### config.mk
export PLATFORM = sky130hd
export DESIGN_NAME = toggle_event_rx
export DESIGN_NICKNAME = d
export VERILOG_FILES = /design/src/rtl/toggle_event_rx.sv
export SDC_FILE = /design/constraint.sdc
export NUM_CORES = 1
export LEC_CHECK = 0
export BUFFER_PORTS_ARGS = -buffer_cell sky130_fd_sc_hd__buf_2
export CAP_MARGIN = 30
export CORE_MARGIN = 2
export CORE_UTILIZATION = 50
export CTS_CLUSTER_DIAMETER = 200
export DETAILED_ROUTE_END_ITERATION = 10
export PLACE_DENSITY_LB_ADDON = 0.3
export SETUP_SLACK_MARGIN = 0.3
export SLEW_MARGIN = 15
export SYNTH_ARGS = -nofsm -noshare
export SYNTH_HDL_FRONTEND = slang
export SYNTH_SLANG_ARGS = --single-unit
### constraint.sdc
create_clock -name clk -period 3 [get_ports clk]
set_input_delay 0.6 -clock clk [delete_from_list [all_inputs] [get_ports clk]]
set_output_delay 0.6 -clock clk [all_outputs]
set_load 0.005 [all_outputs]
### src/rtl/toggle_event_rx.sv
// Toggle-signalling receiver: synchronises a remote toggle line, queues
// each level change as an event and returns an acknowledge toggle.
module toggle_event_rx #(
   parameter int SYNC_STAGES = 2,
   parameter int CNT_W       = 4,
   parameter int TOTAL_W     = 16
) (
   input  logic               clk,
   input  logic               rst,
   input  logic               tgl_in,
   output logic               evt_valid,
   input  logic               evt_ready,
   output logic               evt_pulse,
   output logic               ack_tgl,
   output logic [CNT_W-1:0]   pending,
   output logic [TOTAL_W-1:0] total,
   output logic               ovf,
   input  logic               ovf_clr
);

   localparam int AW = $clog2(SYNC_STAGES + 2);
   localparam logic [AW-1:0] ARM_LAST = AW'(SYNC_STAGES);

   typedef enum logic {
      ARMING,
      ARMED
   } arm_t;

   arm_t state, state_nx;
   logic [AW-1:0] arm_cnt, arm_cnt_nx;
   logic [SYNC_STAGES-1:0] sync;
   logic sync_out;
   logic prev;
   logic det;
   logic acc;
   logic full;
   logic [CNT_W-1:0] pending_nx;
   logic ovf_nx;

   assign sync_out  = sync[SYNC_STAGES-1];
   assign evt_valid = |pending;
   assign acc       = evt_valid & evt_ready;
   assign full      = &pending;
   assign det       = (state == ARMED) & (sync_out ^ prev);

   // Arming: inhibit detection for the first SYNC_STAGES+1 edges
   always_comb begin
      state_nx   = state;
      arm_cnt_nx = arm_cnt;
      if (state == ARMING) begin
         arm_cnt_nx = arm_cnt + 1'b1;
         if (arm_cnt == ARM_LAST)
            state_nx = ARMED;
      end
   end

   always_comb begin
      pending_nx = pending;
      ovf_nx     = ovf;
      if (det && !acc) begin
         if (full)
            ovf_nx = 1'b1;
         else
            pending_nx = pending + 1'b1;
      end else if (acc && !det) begin
         pending_nx = pending - 1'b1;
      end
      if (!(det && full && !acc) && ovf_clr)
         ovf_nx = 1'b0;
   end

   always_ff @(posedge clk or posedge rst) begin
      if (rst) begin
         state     <= ARMING;
         arm_cnt   <= '0;
         sync      <= '0;
         prev      <= 1'b0;
         evt_pulse <= 1'b0;
         ack_tgl   <= 1'b0;
         pending   <= '0;
         total     <= '0;
         ovf       <= 1'b0;
      end else begin
         state     <= state_nx;
         arm_cnt   <= arm_cnt_nx;
         sync      <= {sync[SYNC_STAGES-2:0], tgl_in};
         prev      <= sync_out;
         evt_pulse <= det;
         ack_tgl   <= ack_tgl ^ acc;
         pending   <= pending_nx;
         total     <= total + TOTAL_W'(det);
         ovf       <= ovf_nx;
      end
   end

endmodule

After elaboration in Yosys (flattened, before gate mapping)

Cells that the tools add are included.

Add/subtract/negate cells: 4
Equal/unequal tests: 2
Multiplexer cells: 8
Bitwise operators: 4
Reductions and logical operators: 15

Operator list:

| kind                                                                | count |
|---|---|
| 16-bit by 1-bit adder with 16-bit output                            | 1 |
| 4-bit 2-to-1 mux                                                    | 3 |
| 2-bit nonzero test                                                  | 3 |
| 1-bit logical AND                                                   | 5 |
| 1-bit 2-to-1 mux                                                    | 5 |
| 4-bit by 1-bit adder with 4-bit output (second input constant)      | 1 |
| 2-bit AND reduction                                                 | 2 |
| 4-bit AND reduction                                                 | 1 |
| 4-bit OR reduction                                                  | 1 |
| 4-bit by 1-bit subtractor with 4-bit output (second input constant) | 1 |
| 1-bit zero test                                                     | 3 |
| 2-bit by 1-bit adder with 2-bit output (second input constant)      | 1 |
| 1-bit AND                                                           | 2 |
| 2-bit equality test (second input constant)                         | 1 |
| 2-bit inequality test (second input constant)                       | 1 |
| 1-bit bitwise XOR                                                   | 2 |

Bits in registers: 29
Input bits: 5
Output and inout port bits: 24
Logic and storage cells: 42

Logic depth before layout (Yosys ltp)

Word-level depth: 8
Mapped depth: 8
Depth with buffers taken out: 7

Worst setup path before layout

No wires, ideal clock.

Kind: register -> register
Start: register pending[0]
End: register pending[3]
Library setup time: 0.079 ns
Arrival time: 2.082 ns
Data required time: 2.921 ns
Slack: 0.839 ns
Cell stages (with the launch flop): 8
Buffers on the path: 0
Period minus slack after synthesis: 2.161 ns
Cells stage by stage: dfrtp_1 > o41ai_4 > nand3_1 > ha_1 > a21o_1 > a21oi_1 > mux2i_1 > xor2_1

Longest elaborated chain between the ends: 6
Elaborated cells between the ends (all ways): 14
Those cells by class: add/sub (2); eq/ne (1); mux (3); bitwise (1); reduce/logical (7)

Ends and longest elaborated chain:

| what                                                                         | RTL line | text |
|---|---|---|
| start, declared                                                              | 15       | `output logic [CNT_W-1:0] pending,` |
| start signal, assigned                                                       | 90       | `pending <= pending_nx;` |
| 4-bit OR reduction                                                           | 41       | `assign evt_valid = \|pending;` |
| 1-bit AND                                                                    | 42       | `assign acc = evt_valid & evt_ready;` |
| 1-bit zero test                                                              | 60       | `if (det && !acc) begin` |
| 1-bit logical AND                                                            | 60       |  |
| 2-bit inequality test (no line) / 2-bit nonzero test (equally long branches) | -        |  |
| 2-bit AND reduction (no line)                                                | -        |  |

Parallel ways exist; a longest one is shown, timed or not. The select of a mux whose other input is x is not followed.
A chain may end at the register's enable or synchronous reset.

Worst setup path in the final report

Ends and elaborated chain as after synthesis.

==> run_results.csv <==
group,metric,value,unit
sta,setup-violations-final,0,
critical_path,reg2regPathDepth,7,
clock_tree,postCtsSetupBuffers,0,
clock_tree,ctsResizeCount,0,
critical_path,critPathArrivalTime,2.57,ns
yosys,synth-seq-cells,29,
critical_path,crit_path_end,"pending[3]",
global_routing,grt_max_degree,30,
global_routing,grt_pass1_wl,3.49,mm
critical_path,setup.worst_path.start_class,"flip-flop",
detailed_routing,routedWlPerCell,12.4,um
detailed_routing,drt_first_iter_violations,10,
critical_path,path_class,"flip-flop to flip-flop",
yosys,async_flop_share,1.00,
sta,relSlewSlack,0.756,
layout,antenna_cells,0,
yosys,synthCells,101,
sta,fin_crit_sh,0.772,
run,maxCapViolations,0,
power_and_ir_drop,peakVddDrop,0.000503,V
layout,syn2layout_area_growth,17.9,%
yosys,synth_ff_type,"dfrtp_1",
status,outcome,"completed",
power_and_ir_drop,power.total,1130,uW
critical_path,timing.rr.start,"pending[0]",
hold_path,hp-class,"input port to asynchronous set/reset pin",
detailed_routing,drt_pre_antenna_iters,4,
die,die-area,2940,um2
die,rows,18,
clock_tree,cts_inserted_buffers,5,
critical_path,crit_required,3.26,ns
die,die_h,54.3,um
global_routing,antenna_found_initial,0,
sta,worstMarginPinSlew,0.365,ns
layout,final_nets,146,
clock_tree,htree_levels,2,
placement,place_congestion,0.685,
yosys,synth.distinct_cells,27,
critical_path,r2r_slack,0.68,ns
yosys,yosysSeqAreaShare,0.575,
global_routing,grt_use_total,0.175,
global_routing,grt_overflow_total,0,
yosys,postSynthAreaPerCell,12.5,um2
critical_path,worstReg2RegEnd,"pending[3]",
critical_path,critical_path.max_fanout,7,
die,chipWidth,54.3,um
clock_tree,clkLatencyLatePin,0.32,ns
clock_tree,cts-root-buf,"clkbuf_4",
yosys,synthesis.area,1260,um2
power_and_ir_drop,power_density,756,nW/um2
sta,hold_viol,0,
detailed_routing,vias_per_cell,5.00,
clock_tree,clk_pin_slew,0.09,ns
layout,layout-drive-gt1-share,0.301,
critical_path,endpoint_kind,"flip-flop",
power_and_ir_drop,power.leakage,0.000760,uW
placement,portBuffers,28,
yosys,syn-num-nets,112,
detailed_routing,postRouteAntennaNets,0,
sta,finClkSkew,0.00755,ns
detailed_routing,drc,0,
clock_tree,cts_sinks,29,
yosys,synth-edff-count,0,
detailed_routing,drt_wl_total,2.06,mm
layout,final_common_cell,"dfrtp_1",
sta,drv_slew,0,
sta,timing.fmax,432,MHz
placement,dpl.hpwl,1.46,mm
die,fp.coreArea,2430,um2
die,start_util,0.519,
global_routing,grt_pass1_vias,797,
detailed_routing,via_count,830,
yosys,ys_warn_count,0,
sta,setup_tns,0,ns
sta,rsz0062_at_grt,"false",
critical_path,startpoint,"pending[0]",
clock_tree,cts_tree,"yes",
clock_tree,clockBufferDepth,2,
layout,layout_common_cells,"29 x dfrtp_1, 28 x buf_2, 11 x xnor2_1",
sta,fin_crit,2.32,ns
clock_tree,cts_hold_buf,0,
die,ioPinCount,29,
-- layer usage --
layer	global-route usage	part of all wire
met3	0.0820	0.056
met5	0	0
met2	0.261	0.47
met4	0.0750	0.017
met1	0.217	0.45
-- area by class of cell --
class / count / area (um2)
tap: 30 / 37.5
clock buffer: 6 / 41.3
fill: 203 / 943
sequential: 29 / 726
clock inverter: 2 / 10.0
inverter: 6 / 22.5
multi-input combinational: 64 / 504
timing repair buffer: 29 / 148
-- cell usage after synthesis, types with 2 or more instances --
library cell / instances / area share
and3_1: 2 / 0.0099
nand3_1: 6 / 0.024
dfrtp_1: 29 / 0.57
xnor2_1: 11 / 0.076
ha_1: 5 / 0.050
a2bb2oi_1: 2 / 0.014
inv_1: 6 / 0.018
nand2_1: 6 / 0.018
nor2_1: 4 / 0.012
xor2_1: 9 / 0.062
nand4_1: 5 / 0.025
-- flip-flops by register name (all words and copies together), names as in the netlist --
signal,cells
ack_tgl,1
arm_cnt,2
evt_pulse,1
ovf,1
pending,4
prev,1
state,1
sync,2
total,16
-- metrics by stage --
step	hold WS [ns]	cells	util	area, um2	setup slack (ns)
6_report	0.322	166	0.612	1490	0.683
5_1_grt	0.347	166	0.612	1490	0.488
4_1_cts	0.321	166	0.612	1490	0.671
3_5_place_dp	0.352	158	0.591	1440	0.683
3_3_place_gp	0.334	158	0.591	1440	0.768
2_1_floorplan	0.331	101	-	1260	0.839
-- power breakdown --
part | total, uW | switching (uW) | internal, uW
sequential | 594 | 117 | 477
clock | 221 | 132 | 89.0
combinational | 311 | 137 | 174
total | 1130 | 386 | 740
-- logic make-up after synthesis --
family                     synth area share
buffers and inverters                0.0258
and+or+nand+nor                       0.126
AOI/OAI and AO/OA                    0.0615
DFF                                   0.575
muxes                               0.00793
adders and majority gates            0.0654
xor gates and xnor gates              0.139
-- worst max-delay path, cell delays in order, from the launching register on --
cell and delay, ns:
dfrtp_1 0.49, o41ai_4 0.46, nand3_1 0.26, ha_1 0.34
a21o_1 0.15, a21oi_1 0.16, mux2i_1 0.23, xor2_1 0.15
-- worst min-delay path by stage --
| stage | startpoint | end | slack [ns] | cells after the start |
|---|---|---|---|---|
| floorplan | sync[0] | sync[1] | 0.33 | 0 |
| global placement | sync[0] | sync[1] | 0.33 | 0 |
| detailed placement | sync[0] | sync[1] | 0.35 | 0 |
| CTS | rst | arm_cnt[1] | 0.32 | 3 |
| global route | rst | total[5] | 0.35 | 3 |
| finish | rst | state | 0.32 | 3 |
Note: power is estimated with default switching activity, not from simulation.
